**src/rtl/draw_seq_pkg.sv**
```systemverilog
// Shared types and screen geometry for the draw sequencer slice.
package draw_seq_pkg;
  localparam int SCREEN_W     = 160;
  localparam int SCREEN_H     = 120;
  localparam int PKG_X_W      = 8;
  localparam int PKG_Y_W      = 7;
  localparam int PKG_COLOUR_W = 3;
  localparam int PKG_R_W      = 8;

  typedef enum logic [2:0] {
    IDLE, FILL, FILL_REL, FETCH, CIRC, CIRC_REL, DONE
  } state_t;

  typedef struct packed {
    logic                    en;
    logic [PKG_X_W-1:0]      cx;
    logic [PKG_Y_W-1:0]      cy;
    logic [PKG_R_W-1:0]      r;
    logic [PKG_COLOUR_W-1:0] colour;
  } shape_t;
endpackage

```
**src/rtl/draw_sequencer_circle.sv**
```systemverilog
// Midpoint circle rasteriser: eight octant pixels per step, one pixel per cycle.
module circle #(
  parameter int X_W = 8,
  parameter int Y_W = 7,
  parameter int R_W = 8
) (
  input  logic           clk,
  input  logic           rst_n,
  input  logic           start,
  input  logic [X_W-1:0] centre_x,
  input  logic [Y_W-1:0] centre_y,
  input  logic [R_W-1:0] radius,
  output logic           done,
  output logic [X_W-1:0] vga_x,
  output logic [Y_W-1:0] vga_y,
  output logic           vga_plot
);
  localparam int OW = R_W + 2;
  localparam int CW = R_W + 3;

  logic signed [OW-1:0] ox, oy, ox_n, oy_n;
  logic signed [CW-1:0] crit;
  logic [2:0]           oct;
  logic                 running, finished;

  assign ox_n     = ox - OW'(1);
  assign oy_n     = oy + OW'(1);
  assign finished = $signed(oy) > $signed(ox);

  always_ff @(posedge clk or negedge rst_n) begin
    if (!rst_n) begin
      ox <= '0; oy <= '0; crit <= '0; oct <= '0;
      running <= 1'b0; done <= 1'b0;
    end else if (!start) begin
      running <= 1'b0;
      done    <= 1'b0;
    end else if (!running && !done) begin
      ox      <= OW'(radius);
      oy      <= '0;
      crit    <= CW'(1) - CW'(radius);
      oct     <= '0;
      running <= 1'b1;
    end else if (running) begin
      if (finished) begin
        running <= 1'b0;
        done    <= 1'b1;
      end else begin
        oct <= oct + 3'd1;
        if (oct == 3'd7) begin
          oy <= oy_n;
          if (crit[CW-1] || crit == '0) begin
            crit <= crit + (CW'(oy_n) <<< 1) + CW'(1);
          end else begin
            ox   <= ox_n;
            crit <= crit + ((CW'(oy_n) - CW'(ox_n)) <<< 1) + CW'(1);
          end
        end
      end
    end
  end

  always_comb begin
    vga_plot = running && !finished;
    unique case (oct)
      3'd0: begin vga_x = centre_x + X_W'(ox); vga_y = centre_y + Y_W'(oy); end
      3'd1: begin vga_x = centre_x + X_W'(oy); vga_y = centre_y + Y_W'(ox); end
      3'd2: begin vga_x = centre_x - X_W'(oy); vga_y = centre_y + Y_W'(ox); end
      3'd3: begin vga_x = centre_x - X_W'(ox); vga_y = centre_y + Y_W'(oy); end
      3'd4: begin vga_x = centre_x - X_W'(ox); vga_y = centre_y - Y_W'(oy); end
      3'd5: begin vga_x = centre_x - X_W'(oy); vga_y = centre_y - Y_W'(ox); end
      3'd6: begin vga_x = centre_x + X_W'(oy); vga_y = centre_y - Y_W'(ox); end
      default: begin vga_x = centre_x + X_W'(ox); vga_y = centre_y - Y_W'(oy); end
    endcase
  end
endmodule

```
**src/rtl/draw_sequencer_fillscreen.sv**
```systemverilog
// Column-major full-screen walker: one plot per cycle while start is held, then done.
module fillscreen
  import draw_seq_pkg::*;
#(
  parameter int X_W = 8,
  parameter int Y_W = 7
) (
  input  logic           clk,
  input  logic           rst_n,
  input  logic           start,
  output logic           done,
  output logic [X_W-1:0] vga_x,
  output logic [Y_W-1:0] vga_y,
  output logic           vga_plot
);
  always_ff @(posedge clk or negedge rst_n) begin
    if (!rst_n) begin
      vga_x <= '0;
      vga_y <= '0;
      done  <= 1'b0;
    end else if (!start) begin
      vga_x <= '0;
      vga_y <= '0;
      done  <= 1'b0;
    end else if (!done) begin
      if (vga_y == Y_W'(SCREEN_H - 1)) begin
        vga_y <= '0;
        if (vga_x == X_W'(SCREEN_W - 1)) done <= 1'b1;
        else vga_x <= vga_x + X_W'(1);
      end else begin
        vga_y <= vga_y + Y_W'(1);
      end
    end
  end

  assign vga_plot = start && !done;
endmodule

```
**src/rtl/draw_sequencer_shape_table.sv**
```systemverilog
// Shape register file: one write port, one async read port; only enable bits are reset.
module shape_table
  import draw_seq_pkg::*;
#(
  parameter int NUM_CIRCLES = 4,
  parameter int IDX_W       = 2
) (
  input  logic             clk,
  input  logic             rst_n,
  input  logic             we,
  input  logic [IDX_W-1:0] wr_idx,
  input  shape_t           wr_data,
  input  logic [IDX_W-1:0] rd_idx,
  output shape_t           rd_data
);
  localparam int DW = $bits(shape_t) - 1;

  logic          en_q [NUM_CIRCLES];
  logic [DW-1:0] data [NUM_CIRCLES];
  logic          wr_ok;

  assign wr_ok = we && (int'(wr_idx) < NUM_CIRCLES);

  always_ff @(posedge clk or negedge rst_n) begin
    if (!rst_n) begin
      for (int unsigned i = 0; i < NUM_CIRCLES; i++) en_q[i] <= 1'b0;
    end else if (wr_ok) begin
      en_q[wr_idx] <= wr_data.en;
    end
  end

  always_ff @(posedge clk) begin
    if (wr_ok) data[wr_idx] <= wr_data[DW-1:0];
  end

  assign rd_data = {en_q[rd_idx], data[rd_idx]};
endmodule

```
**src/rtl/draw_sequencer.sv**
```systemverilog
// Frame sequencer: fill screen, then draw each enabled table circle on one plot bus.
// Define DRAW_SEQ_CLIP_EN to suppress plots that land off the 160x120 screen.
module draw_sequencer
  import draw_seq_pkg::*;
#(
  parameter int X_W         = PKG_X_W,
  parameter int Y_W         = PKG_Y_W,
  parameter int COLOUR_W    = PKG_COLOUR_W,
  parameter int R_W         = PKG_R_W,
  parameter int NUM_CIRCLES = 4,
  parameter int IDX_W       = (NUM_CIRCLES > 1) ? $clog2(NUM_CIRCLES) : 1
) (
  input  logic                clk,
  input  logic                rst_n,
  input  logic                start,
  input  logic                abort,
  input  logic [COLOUR_W-1:0] bg_colour,
  input  logic                cfg_we,
  input  logic [IDX_W-1:0]    cfg_idx,
  input  logic                cfg_en,
  input  logic [X_W-1:0]      cfg_cx,
  input  logic [Y_W-1:0]      cfg_cy,
  input  logic [R_W-1:0]      cfg_r,
  input  logic [COLOUR_W-1:0] cfg_colour,
  output logic                busy,
  output logic                done,
  output logic [IDX_W-1:0]    cur_idx,
  output logic [X_W-1:0]      vga_x,
  output logic [Y_W-1:0]      vga_y,
  output logic [COLOUR_W-1:0] vga_colour,
  output logic                vga_plot
);
  state_t              state;
  shape_t              wr_entry, rd_entry;
  logic [IDX_W-1:0]    scan_idx;
  logic [COLOUR_W-1:0] bg_q, snap_colour, last_colour;
  logic [X_W-1:0]      snap_cx, fill_x, circ_x, last_x;
  logic [Y_W-1:0]      snap_cy, fill_y, circ_y, last_y;
  logic [R_W-1:0]      snap_r;
  logic                fill_done, fill_plot, circ_done, circ_plot, raw_plot, last_scan;

  assign wr_entry  = '{en: cfg_en, cx: cfg_cx, cy: cfg_cy, r: cfg_r, colour: cfg_colour};
  assign last_scan = (scan_idx == IDX_W'(NUM_CIRCLES - 1));

  shape_table #(.NUM_CIRCLES(NUM_CIRCLES), .IDX_W(IDX_W)) u_tbl (
    .clk(clk), .rst_n(rst_n), .we(cfg_we), .wr_idx(cfg_idx), .wr_data(wr_entry),
    .rd_idx(scan_idx), .rd_data(rd_entry)
  );

  fillscreen #(.X_W(X_W), .Y_W(Y_W)) u_fill (
    .clk(clk), .rst_n(rst_n), .start(state == FILL), .done(fill_done),
    .vga_x(fill_x), .vga_y(fill_y), .vga_plot(fill_plot)
  );

  circle #(.X_W(X_W), .Y_W(Y_W), .R_W(R_W)) u_circ (
    .clk(clk), .rst_n(rst_n), .start(state == CIRC), .centre_x(snap_cx), .centre_y(snap_cy),
    .radius(snap_r), .done(circ_done), .vga_x(circ_x), .vga_y(circ_y), .vga_plot(circ_plot)
  );

  // scan_idx walks the table; cur_idx only follows it when an entry is actually drawn
  always_ff @(posedge clk or negedge rst_n) begin
    if (!rst_n) begin
      state <= IDLE; busy <= 1'b0; done <= 1'b0; cur_idx <= '0; scan_idx <= '0;
      bg_q <= '0; snap_cx <= '0; snap_cy <= '0; snap_r <= '0; snap_colour <= '0;
    end else if (abort && busy) begin
      state <= IDLE;
      busy  <= 1'b0;
      done  <= 1'b0;
    end else begin
      unique case (state)
        IDLE: if (start) begin
          bg_q <= bg_colour; cur_idx <= '0; scan_idx <= '0; busy <= 1'b1; state <= FILL;
        end
        FILL:     if (fill_done) state <= FILL_REL;
        FILL_REL: state <= FETCH;
        FETCH: begin
          if (rd_entry.en) begin
            snap_cx <= rd_entry.cx; snap_cy <= rd_entry.cy;
            snap_r  <= rd_entry.r;  snap_colour <= rd_entry.colour;
            cur_idx <= scan_idx;    state <= CIRC;
          end else if (last_scan) begin
            state <= DONE; busy <= 1'b0; done <= 1'b1;
          end else begin
            scan_idx <= scan_idx + IDX_W'(1);
          end
        end
        CIRC: if (circ_done) state <= CIRC_REL;
        CIRC_REL: begin
          if (last_scan) begin
            state <= DONE; busy <= 1'b0; done <= 1'b1;
          end else begin
            scan_idx <= scan_idx + IDX_W'(1);
            state    <= FETCH;
          end
        end
        DONE: if (!start) begin
          state <= IDLE;
          done  <= 1'b0;
        end
        default: state <= IDLE;
      endcase
    end
  end

  always_comb begin
    vga_x = last_x; vga_y = last_y; vga_colour = last_colour; raw_plot = 1'b0;
    if (state == FILL) begin
      vga_x = fill_x; vga_y = fill_y; vga_colour = bg_q; raw_plot = fill_plot;
    end else if (state == CIRC) begin
      vga_x = circ_x; vga_y = circ_y; vga_colour = snap_colour; raw_plot = circ_plot;
    end
  end

  always_ff @(posedge clk or negedge rst_n) begin
    if (!rst_n) begin
      last_x <= '0; last_y <= '0; last_colour <= '0;
    end else if (state == FILL || state == CIRC) begin
      last_x <= vga_x; last_y <= vga_y; last_colour <= vga_colour;
    end
  end

`ifdef DRAW_SEQ_CLIP_EN
  assign vga_plot = raw_plot && (vga_x < X_W'(SCREEN_W)) && (vga_y < Y_W'(SCREEN_H));
`else
  assign vga_plot = raw_plot;
`endif
endmodule

```
**config.mk**
```make
export PLATFORM = sky130hd
export DESIGN_NAME = draw_sequencer
export DESIGN_NICKNAME = d
export VERILOG_FILES = /design/src/rtl/draw_seq_pkg.sv /design/src/rtl/draw_sequencer_circle.sv /design/src/rtl/draw_sequencer_fillscreen.sv /design/src/rtl/draw_sequencer_shape_table.sv /design/src/rtl/draw_sequencer.sv
export SDC_FILE = /design/constraint.sdc
export NUM_CORES = 1
export LEC_CHECK = 0
export CAP_MARGIN = 5
export CORE_MARGIN = 4
export CORE_UTILIZATION = 38
export CTS_CLUSTER_DIAMETER = 150
export DETAILED_ROUTE_END_ITERATION = 8
export GPL_ROUTABILITY_DRIVEN = 0
export PLACE_DENSITY_LB_ADDON = 0.1
export SYNTH_ARGS = -nofsm -noshare
export SYNTH_HDL_FRONTEND = slang
export SYNTH_SLANG_ARGS = --single-unit
```
**constraint.sdc**
```tcl
create_clock -name clk -period 4.4 [get_ports clk]
set_clock_uncertainty 0.05 [all_clocks]
set_input_delay 1.1 -clock clk [delete_from_list [all_inputs] [get_ports clk]]
set_output_delay 1.1 -clock clk [all_outputs]
set_load 0.01 [all_outputs]
```
# Word level (Yosys, flattened, before mapping)
# Memories as Yosys holds them, arrays and structs flattened. A register that Yosys moved wholly into a read port is not among the register bits.
# Index checks and enable logic that the tools add are counted.
# word_totals
regBits,86
mem_bits_rw,104
elab_cells,201
input_bits,37
out_inout_bits,23
n_memories,1
# mem_list
memory,words,word_bits,rd,rd_clocked_by_memory_dff,write_ports,line,rtl
u_tbl.data,4,26,1,1,1,draw_sequencer_shape_table.sv:19,logic [DW-1:0] data [NUM_CIRCLES];
# classes
add_sub_neg,20
n_reduce_logical,39
n_mux,79
magnitude_cmp,4
eq_ne,33
bitwise,3
# op_table
operator,count
2-to-1 mux 10 bit,9
2-to-1 mux 11 bit,5
2-to-1 mux 8 bit,6
2-to-1 mux 3 bit,13
2-to-1 mux 7 bit,5
2-to-1 mux 1 bit,27
case mux 8 bit (3 select lines),1
adder 11 bit,2
adder 11 x 2 -> 11 bit (second input constant),2
== test 3 bit (second input constant),7
case mux 3 bit (7 select lines),1
case mux 7 bit (3 select lines),1
AND reduction 3 bit,7
!= test 2 bit (second input constant),10
adder 8 bit,2
subtractor 8 bit,2
!= test 3 bit (second input constant),5
adder 7 bit,2
subtractor 7 bit,2
== test 3 x 2 -> 1 bit (second input constant),4
AND reduction 4 bit,3
OR reduction 2 bit,6
zero test 11 bit,1
adder 10 x 2 -> 10 bit (second input constant),1
33 further kinds,54

# Logic depth before layout (Yosys ltp)
# logic_depth
depth_word,9
depth_mapped,19
depth_no_buf,19

# By module
# Synthesis repeated with hierarchy kept, for this count alone.
# unflattened
hier_cells,1089
area_unflattened_um2,12283.0
# by_module_without_submodules
mod,cells_per_inst,n_inst,seq_area_each_um2,area_each_um2
circle,617,1,900.9,4877.2
shape_table,150,1,3223.1,4002.6
draw_sequencer,229,1,1401.3,2533.7
fillscreen,93,1,400.4,869.6

# Worst setup path before layout
# No wires, ideal clock.
# synth_path
path_kind,register to output
start,register u_circ.oy[0]
end,output port vga_x[7]
n_path_buf,0
setup_slack_ps,-101
arrival_time_ps,3351
required_ps,3250
path_stages_with_launch,12
cell_sequence,dfrtp_1 -> inv_1 -> ha_1 -> or3b_2 -> or3_1 -> nor2b_1 -> o21ai_0 -> o311ai_0 -> ha_1 -> o41ai_1 -> xor3_1 -> o21ai_0
# synth_via
elab_chain_cells,4
elab_cells_between_ends,5
classes_between,2 x add/sub; 3 x mux
# synth_rtl
element,line,rtl
from (decl),draw_sequencer_circle.sv:21,"logic signed [OW-1:0] ox, oy, ox_n, oy_n;"
from (signal assigned),draw_sequencer_circle.sv:50,oy <= oy_n;
adder 8 bit or subtractor 8 bit (tied branches),--,
case mux 8 bit (3 select lines) *,draw_sequencer_circle.sv:64,unique case (oct)
2-to-1 mux 8 bit *,draw_sequencer.sv:109,end else if (state == CIRC) begin
2-to-1 mux 8 bit *,draw_sequencer.sv:107,if (state == FILL) begin
to (decl),draw_sequencer.sv:28,"output logic [X_W-1:0] vga_x,"
# Mark *: on every way between the ends. The rest lies on a longest branch, timed or not.

# Worst setup path in the final report
# Same ends and word-level chain as after synthesis.

==> run summary <==
Setup repair after global routing could not meet its margin everywhere. The total congestion overflow was 0. The post-CTS clock slew at the launch and capture registers of the worst setup and hold paths was 60 ps. The diode insertion count for antenna repair came out at 0. In this design, the largest share of critical-path delay is due to simple AND/OR/NAND/NOR gates.

For the hold buffer count at CTS, the log shows 0. The sort of element at the start of the critical path was a flip-flop. The final reports fail on negative setup slack.

Among all flip-flop cells after synthesis, the most frequent one is dfrtp_1. Once layout is complete, the utilization of the core stands at 48.23%. The final net count was 1379; the worst-margin pin slew was 1086 ps. The net count after synthesis is 1209, and the number of setup violations in the final report is 8. For this run, the total global-route usage over all layers was measured as 18.34%. VDD sags by at most 0.3464 mV.

Number of buffer cells added on primary ports: 59. The run finished, with violations left. The tools report the final max-slew violation count as 0.

Before antenna repair, the detailed router went through 5 iterations. The tools report the maximum buffer depth of the clock tree as 3. The critical path goes through inv_2 -> ha_4 -> or3b_4 -> or3_4 -> buf_4 -> a32oi_1 -> o21ai_1 -> o311ai_2 -> ha_2 -> nor2_2 -> nor2_1 -> o41ai_2 -> xor3_1 -> o21ai_1 -> buf_2. The maximum fanout along the worst path works out to 2. The run gives 52.23 mm as the global-route wire length before repair. For the worst-skew pair, the clock arrives at the later sink with an insertion delay of 550 ps. After detailed routing, the number of vias per cell comes to 5.452. The clock drives 216 sinks.

The hold violation total from the final report is 0, and the number of warning messages in the yosys log is 0. The maximum clock rate came out at 0.2124 GHz. The worst pin sits at a relative slew slack of 27.59%. Class of the most critical setup path: reg2out. STA classifies the critical path endpoint as a primary output. The number of global-route vias before repair is 9191.

In this run the cell area of the synthesized design comes to 0.01216 mm². In this run the standard cell core region covers 0.03156 mm². The finished cells cover 0.01522 mm². The count of boundary I/O pins is 60, and the area enclosed by the die boundary is 0.03493 mm². The die extent in y works out to 186.9 µm. The synthesized area per cell works out to 11.03 µm². The switching portion of total power is 39.21%. The sequential area share after synthesis was 48.72%. Of the total power, the clock network draws 19.2%. The layout-stage area growth over the synthesis result is 25.12%. The tools report the initial antenna violation count as 0. Combinational cells account for 54.1% of the total power. Dividing the detail-routed wire length by the instance count gives 19.08 µm. The post-route netlist has 25.02% of its cells at a drive strength greater than 1.

The CTS H-tree depth was 1; the maximum number of pins on one net before global-route repair was 48. The final-layout worst hold slack is 419.9 ps. The cell that appears most often on the critical path is o21ai_1. For the sum of routed wire length over all layers, the log shows 32.31 mm. Detailed-placement wirelength estimate: 23.08 mm. Post-route clock period utilization: 107.0%. Number of cell rows: 65. The cell sitting at the root of the clock tree is a clkbuf_16. The fill cell instance count of the final layout was 2945. The footprint of the flip-flops and latches is 0.005929 mm², and the number of synthesized flops with an enable pin is 104. The initial core utilization is 38.54%. The total power divided by cell area is 728.2 mW/mm², and the proportion of register bits with asynchronous set or reset after synthesis is 51.85%. For this run, design rule violations remaining after detail routing come to 0.

On the critical path, the stage with the largest delay is an instance of dfrtp_1. The routed design could run at a clock period as short as 4708 ps. Clock tree synthesis inserted a total of 25 buffers. The count of state elements after synthesis is 216. For the design internal power, the log shows 6737 µW.

Across the run, the number of max-cap violations was 0. The width of the die was 186.9 µm; the number of buffer and inverter stages on the critical path was 3. The via count came out at 9230. The arrival time at the worst endpoint was 3560 ps; the delay of the slowest critical-path stage was 380 ps. The run gives -308.4 ps as the worst path setup slack after routing. The logs give 11080 µW for the total power and 26.7% for the sequential fraction of design power. The reported net switching power is 4346 µW, and the number of unique standard cell types used by synthesis is 75. The static leakage is 0.006254 µW, and the instance area at placement is 0.01394 mm². Number of nets with antenna violations after detailed routing: 0. TritonCTS built the clock tree. Synthesis produced a netlist whose cell count is 1103. The logs give 0.006166 mm² for the area used by multi-input combinational logic and 595 for the starting DRC count in detailed routing. The endpoint required time on the critical path came out at 3250 ps.

The class of the worst hold path was reg2reg.
area by class of cell:
type,instances,area share (%)
inverters,50,1.291
flip-flops and latches,216,38.96
well taps,402,3.305
repair buffers,194,10.44
clock inverters,16,1.274
multi-input cells,786,40.52
clock buffers,29,4.209
cell families (layout without fill, tap and decap cells):
family                     Yosys count  after routing  share of synthesized area (%)
muxes                               70             70                          8.888
and+or+nand+nor                    284            284                          11.18
AOI/OAI and AO/OA                  301            301                          15.96
buffers and inverters              101            289                          3.261
DFF                                216            216                          48.72
xor gates and xnor gates            62             62                          4.588
adders and majority gates           69             69                          7.407
power by group through the flow:
stage | sequential (µW) | clock [µW] | combinational [µW]
floorplan | 2800 | 0 | 3730
global placement | 2970 | 0 | 5590
detailed placement | 2970 | 0 | 5590
CTS | 2940 | 2190 | 5840
global route | 3010 | 2280 | 6660
finish | 2960 | 2130 | 6000
flip-flops by register name, indices dropped and copies added (netlist names), 8 cells and up:
signal / count
u_circ.ox: 10
u_circ.oy: 10
snap_cx: 8
snap_r: 8
u_circ.crit: 11
last_x: 8
u_fill.vga_x: 8
u_tbl.data: 104
metal layers:
| metal | track usage [%] | share of wire [%] | up-vias |
|---|---|---|---|
| met1 | 27.86 | 49 | 4512 |
| met2 | 27.83 | 44 | 205 |
| li1 | - | - | 4469 |
| met5 | 0 | 0 | - |
| met4 | 4.067 | 2.1 | 0 |
| met3 | 2.912 | 4.9 | 44 |
per-stage QoR:
step / setup WS (ps) / setup TNS [ps] / instances
3_3_place_gp: -398.0 / -1233 / 1628
6_report: -308.4 / -1320 / 1693
3_5_place_dp: -451.2 / -1670 / 1628
4_1_cts: -325.1 / -1438 / 1684
5_1_grt: -476.6 / -3152 / 1693
2_1_floorplan: 38.47 / 0 / 1103
cells in the final DEF (no fill, tap or decap), types with 11 or more instances in the layout:
cell type and n:
clkdlybuf4s50_1 43, a22oi_1 15, clkbuf_16 25, nand2b_1 12
dfrtp_1 109, ha_1 54, o21ai_0 82, nand2_1 76
xnor2_1 38, nor2_1 72, a21oi_1 61, inv_1 43
nand3_1 29, buf_4 127, mux4_2 27, edfxtp_1 104
xor2_1 19, a21o_1 17, nor3_1 20, o21a_1 11
mux2_2 34
repair_timing:
action / CTS / global route
cloned: 0 / 0
hold endpoints to repair: 0 / 0
pin swaps: 33 / 17
endpoints found under the setup margin: 15 / 14
gates resized for setup: 117 / 18
setup buffers: 11 / 9
worst register-to-register path, cell delays in order (launching register included):
cell and delay, ps:
dfrtp_1 380, buf_4 190, ha_1 250, xor2_1 290, ha_1 330, nor2b_1 140
o21ai_0 160, nand2b_1 110, a21o_1 200, a21oi_1 220, o21ai_0 150, xor2_1 160
ha_1 330, nand2_1 100, nor2_1 50, a211oi_1 300, o211a_1 210, nor3_1 40
nand3b_1 160, a21oi_1 140
final timing paths:
check | cells after the start | slack, ps | endpoint | startpoint
max in group asynchronous | 2 | 2960 | u_circ.oct[0] | rst_n
min in group asynchronous | 1 | 540 | u_fill.done | rst_n
worst min register to register | 2 | 420 | last_colour[1] | last_colour[1]
worst max-delay path | 15 | -310 | vga_x[7] | u_circ.oy[0]
worst min-delay path | 2 | 420 | last_colour[1] | last_colour[1]
worst max register to register | 19 | 350 | u_circ.crit[10] | u_circ.oy[0]
synth_stat cells, types with 5 or more instances:
cell type | count | area, µm²
mux2_2 | 34 | 382.9
nand3_1 | 30 | 150.1
nor2b_1 | 10 | 62.56
a21oi_1 | 70 | 350.3
a211oi_1 | 7 | 52.55
nand2_1 | 79 | 296.5
a21boi_0 | 6 | 45.04
a221o_1 | 6 | 60.06
mux2i_1 | 9 | 90.09
o21a_1 | 11 | 82.58
nor3_1 | 20 | 100.1
a31oi_1 | 11 | 68.82
nor2_1 | 79 | 296.5
or3_1 | 11 | 68.82
mux4_2 | 27 | 608.1
xnor2_1 | 41 | 359.1
nor4_1 | 7 | 43.79
buf_2 | 5 | 25.02
nor3b_1 | 6 | 45.04
xor2_1 | 20 | 175.2
inv_1 | 50 | 187.7
edfxtp_1 | 104 | 3123
o31ai_1 | 11 | 82.58
ha_1 | 64 | 800.8
o21ai_0 | 87 | 435.4
clkbuf_1 | 40 | 150.1
a21o_1 | 17 | 127.6
a22oi_1 | 17 | 127.6
dfrtp_1 | 112 | 2803
and3_1 | 5 | 31.28
fa_1 | 5 | 100.1
nand4_1 | 7 | 43.79
o22ai_1 | 8 | 50.05
nand2b_1 | 12 | 75.07
Power figures use the tool's default switching activity.
